<file path="config.mk">
export PLATFORM = sky130hd
export DESIGN_NAME = cic_interp_wrap
export DESIGN_NICKNAME = d
export VERILOG_FILES = /design/src/rtl/cic_interp_wrap.sv
export SDC_FILE = /design/constraint.sdc
export NUM_CORES = 1
export LEC_CHECK = 0
export ABC_CLOCK_PERIOD_IN_PS = 6500
export CORE_MARGIN = 1.5
export CORE_UTILIZATION = 45
export DETAILED_ROUTE_END_ITERATION = 6
export PLACE_DENSITY = 0.57
export SYNTH_ARGS = -nofsm -noshare
export SYNTH_HDL_FRONTEND = slang
export SYNTH_SLANG_ARGS = --single-unit
export TNS_END_PERCENT = 50
</file>
<file path="constraint.sdc">
create_clock -name clk -period 6.5 [get_ports clk]
set_input_delay 1.3 -clock clk [delete_from_list [all_inputs] [get_ports clk]]
set_output_delay 1.3 -clock clk [all_outputs]
set_load 0.03 [all_outputs]
</file>
<file path="src/rtl/cic_interp_wrap.sv">
// cic_interp_wrap: CIC interpolator, one low-rate sample per R clocks in, R high-rate samples out
// Ports: clk; rst async active-low; i_data/val_in low-rate input and strobe;
//        val_out/o_data_trunc high-rate output and strobe; ovr sticky overrun flag
module cic_interp_wrap #(
  parameter int Win   = 16,
  parameter int N     = 3,
  parameter int LOG2R = 3
) (
  input  logic           clk,
  input  logic           rst,
  input  logic [Win-1:0] i_data,
  input  logic           val_in,
  output logic           val_out,
  output logic [15:0]    o_data_trunc,
  output logic           ovr
);
  localparam int W  = Win + N * LOG2R;
  localparam int R  = 1 << LOG2R;
  localparam int PW = LOG2R + 1;
  localparam int SH = (N - 1) * LOG2R;
  localparam logic signed [W-1:0] MAXV = W'(32767);
  localparam logic signed [W-1:0] MINV = -W'(32768);
  logic [Win-1:0]        din_q;
  logic                  vin_q;
  logic [PW-1:0]         ph_q, ph_d;
  logic signed [W-1:0]   dly_q [N];
  logic signed [W-1:0]   integ_q [N];
  logic signed [W-1:0]   c [N+1];
  logic signed [W-1:0]   x_q, xs, sh;
  logic [15:0]           sat;
  logic                  acc, adv, adv_q;
  always_comb begin
    c[0] = {{(W-Win){din_q[Win-1]}}, din_q};
    for (int k = 1; k <= N; k++) c[k] = c[k-1] - dly_q[k-1];
    acc  = vin_q && (ph_q <= PW'(1));
    adv  = ph_q != '0;
    ph_d = acc ? PW'(R) : adv ? ph_q - PW'(1) : ph_q;
    // zero stuffing: the comb output enters only on the first step of a burst
    xs   = (ph_q == PW'(R)) ? x_q : '0;
    // the shift removes the R**(N-1) DC gain of the chain
    sh   = integ_q[N-1] >>> SH;
    sat  = (sh > MAXV) ? 16'h7fff : (sh < MINV) ? 16'h8000 : sh[15:0];
  end
  always_ff @(posedge clk or negedge rst) begin
    if (!rst) begin
      din_q        <= '0;
      vin_q        <= 1'b0;
      ph_q         <= '0;
      x_q          <= '0;
      adv_q        <= 1'b0;
      val_out      <= 1'b0;
      o_data_trunc <= '0;
      ovr          <= 1'b0;
      for (int k = 0; k < N; k++) begin
        dly_q[k]   <= '0;
        integ_q[k] <= '0;
      end
    end else begin
      din_q   <= i_data;
      vin_q   <= val_in;
      ph_q    <= ph_d;
      adv_q   <= adv;
      val_out <= adv_q;
      if (acc) begin
        for (int k = 0; k < N; k++) dly_q[k] <= c[k];
        x_q <= c[N];
      end
      if (vin_q && ph_q > PW'(1)) ovr <= 1'b1;
      // integrators are pipelined: each stage adds the previous stage's old value
      if (adv) begin
        integ_q[0] <= integ_q[0] + xs;
        for (int k = 1; k < N; k++) integ_q[k] <= integ_q[k] + integ_q[k-1];
      end
      if (adv_q) o_data_trunc <= sat;
    end
  end
endmodule

</file>
==> summary.md <==
| Metric | Value |
|---|---|
| Bufs on Longest Clock Path | 2 |
| Synth-to-Final Area Change | 9.79% |
| GRT Total Usage | 17.4% |
| Cell taking the most area after synthesis | dfrtp_1 |
| Yosys reg bits | 191 |
| Post-synthesis mux area share | 1.63% |
| CP startpoint kind | flip-flop |
| Minimum clock period | 5640 ps |
| HP Class | flip-flop to flip-flop |
| Syn_area_per_cell | 8.79 um2 |
| Initial core utilization | 46.2% |
| Setup Skew | 14.8 ps |
| Worst-Skew Late Latency | 440 ps |
| RSZ-0062 raised after global routing | false |
| Distinct cell type count after synthesis | 69 |
| DR pass1 iterations | 5 |
| Critical path class | flip-flop to flip-flop |
| Fraction of the mapped netlist area in simple logic gates | 15.9% |
| Grt total ovfl | 0 |
| Kind of end point of the critical path | flip-flop |
| Post-synth EDFFs | 0 |
| Main combinational cell family by area after synthesis | compound AO/OA/AOI/OAI gates |
| CP max FO | 6 |
| CTS buffer count | 17 |
| Hold_buf cts | 0 |
| Placer Congestion | 0.831 |
| Mapped Area | 0.0130 mm2 |
| Max transition margin | 38.8% |
| Die Area | 0.0299 mm2 |
| Synth Area in Compound Gates | 22.0% |
| Vias in the first global route | 9750 |
| DP Area | 0.0137 mm2 |
| DRC | 0 |
| Yosys warns | 0 |
| Clock Tree Root | clkbuf_16 |
| Worst-Margin Slew | 915 ps |
| Routed vias/inst | 5.31 |
| Routed via count | 9980 |
| Register area share after synthesis | 36.8% |
| Adder-cell share of the synthesized area | 13.1% |
| Syn Nets | 1626 |
| Core Box Area | 0.0281 mm2 |
| Final worst path period share | 86.7% |
| Initial DRC count | 363 |
| Final setup fails | 0 |
| Final layout net count | 1640 |
| Worst EP required | 6870 ps |
| Xor/xnor share of the synthesized area | 6.21% |
| Final hold vios | 0 |
| Initial antenna violation count | 0 |
| CTS tree | yes |
| WP data arrival | 6010 ps |
| First-pass GRT wire length | 44.3 mm |
| Clk sinks | 191 |
| Post-DR wirelength/cell | 13.4 um |
| # IOs | 37 |
| Share of layout cells above drive strength 1 | 4.73% |
| CTS clk-pin slew, worst paths | 80 ps |
| Largest net degree at the start of global routing | 92 |
| Max cap viols | 0 |
| Max Slew Vio Count | 0 |
| PortBufs | 36 |
| Status | completed |
| Cts repair resizes | 0 |
| Die Height | 173 um |
| Top_reg_cell synth | dfrtp_1 |
| Ys async rst share | 100% |
| Die X | 173 um |
| Finished Cell Area | 0.0142 mm2 |
| F_max | 177 MHz |
| Share of the synthesized area in the top cell type | 36.8% |
| Mapped Cells | 1475 |
| ANT nets after route | 0 |
| Largest cells by area after synthesis | dfrtp_1, ha_1, o21ai_0 |
| Setup bufs post-CTS | 0 |
| H-tree depth | 4 |
| Core Rows | 61 |
| Final HPWL DP | 18.6 mm |
| Ant diodes | 0 |
| Setup TNS | 0 ps |
| Final wirelength | 25.1 mm |
-- cell families (layout without fill, tap and decap cells) --
kind of cell             after synthesis  after routing
buffers and inverters                150            177
adder cells (fa/ha/maj)              132            132
multiplexers                          19             19
AND/OR/NAND/NOR                      437            437
AO/OA/AOI/OAI                        454            454
flip-flops                           191            191
XOR/XNOR                              92             92
-- worst paths after layout --
| path | startpoint | end | slack (ps) | cells after the start |
|---|---|---|---|---|
| setup / recovery | dly_q[50]$_DFFE_PN0P_ | x_q[24]$_DFFE_PN0P_ | 860 | 23 |
| hold / removal | x_q[13]$_DFFE_PN0P_ | x_q[13]$_DFFE_PN0P_ | 470 | 1 |
| setup reg to reg | dly_q[50]$_DFFE_PN0P_ | x_q[24]$_DFFE_PN0P_ | 860 | 23 |
| hold reg to reg | x_q[13]$_DFFE_PN0P_ | x_q[13]$_DFFE_PN0P_ | 470 | 1 |
| max in group asynchronous | rst | din_q[11]$_DFF_PN0_ | 4290 | 2 |
| min in group asynchronous | rst | integ_q[3]$_DFFE_PN0P_ | 910 | 1 |
-- synth_stat cells, types with 21 or more instances --
cell and count:
dfrtp_1 191, nand2_1 151, ha_1 126, o21ai_0 124, a21oi_1 123, nor2_1 123, inv_1 101, xnor2_1 47
clkbuf_1 45, xor2_1 45, a21o_1 42, and2_1 29, nor3_1 21
-- critical path, stage by stage, from the launching register on --
cell,delay (ps)
dfrtp_1,380
ha_1,220
fa_1,410
nor2b_1,130
o21ai_0,100
a21boi_0,470
o211ai_1,170
nand2b_1,130
a31oi_1,100
xnor2_1,190
ha_1,340
a21oi_1,190
o21bai_1,80
a21oi_1,180
o21ai_0,130
a21o_1,200
a221o_1,370
xor2_1,170
ha_1,350
a21o_1,250
a211oi_1,220
o21ai_0,130
o31ai_1,520
a21o_1,130
-- final cells by class --
type | count | area, um2
clock inverters | 14 | 124
repair buffers | 43 | 417
clock buffers | 18 | 429
flip-flops and latches | 191 | 4780
fillers | 2736 | 13800
multi-input cells | 1134 | 7640
well taps | 378 | 473
inverters | 102 | 383
-- per-stage QoR --
| step | worst slack (ps) | std cells | hold WS [ps] | util, % |
|---|---|---|---|---|
| after floorplan | 1600 | 1475 | 352 | - |
| after global placement | 1060 | 1848 | 453 | 48.7 |
| after detailed placement | 835 | 1848 | 458 | 48.7 |
| after CTS | 786 | 1880 | 473 | 50.7 |
| after global routing | 372 | 1880 | 484 | 50.7 |
| final | 862 | 1880 | 468 | 50.7 |
-- sequential cells by signal (all words and copies together) (netlist names) --
signal	cells
adv_q	1
din_q	16
dly_q	51
integ_q	75
o_data_trunc	16
ovr	1
ph_q	4
val_out	1
vin_q	1
x_q	25
-- cell usage in the layout, fill, tap and decap left out, types with 14 or more instances in the layout --
cell             count
nor3_1              21
clkdlybuf4s50_1     35
and2_1              28
a31oi_1             16
nand2b_1            15
o21bai_1            16
xnor2_1             47
o211ai_1            15
o21ai_0            124
inv_1              101
nand2_1            151
clkbuf_16           17
nor2_1             123
dfrtp_1            191
o21a_1              17
a21oi_1            123
o22ai_1             16
xor2_1              45
nand3_1             20
ha_1               126
nor2b_1             14
a211oi_1            19
a21o_1              42
-- routing by layer --
layer  routed length, um  up-vias  share of wire [%]  track usage, %
met5                   0        -                  0               0
met4                 429        0                1.7            5.62
met3                 403       27                1.6            1.89
met2               12700       90                 51            32.6
met1               11600     4575                 46            20.8
li1                    -     5288                  -               -
Power is left out: the tool's default activity adds up to more than one toggle a clock period on the data nets, which glitch-free logic cannot reach.
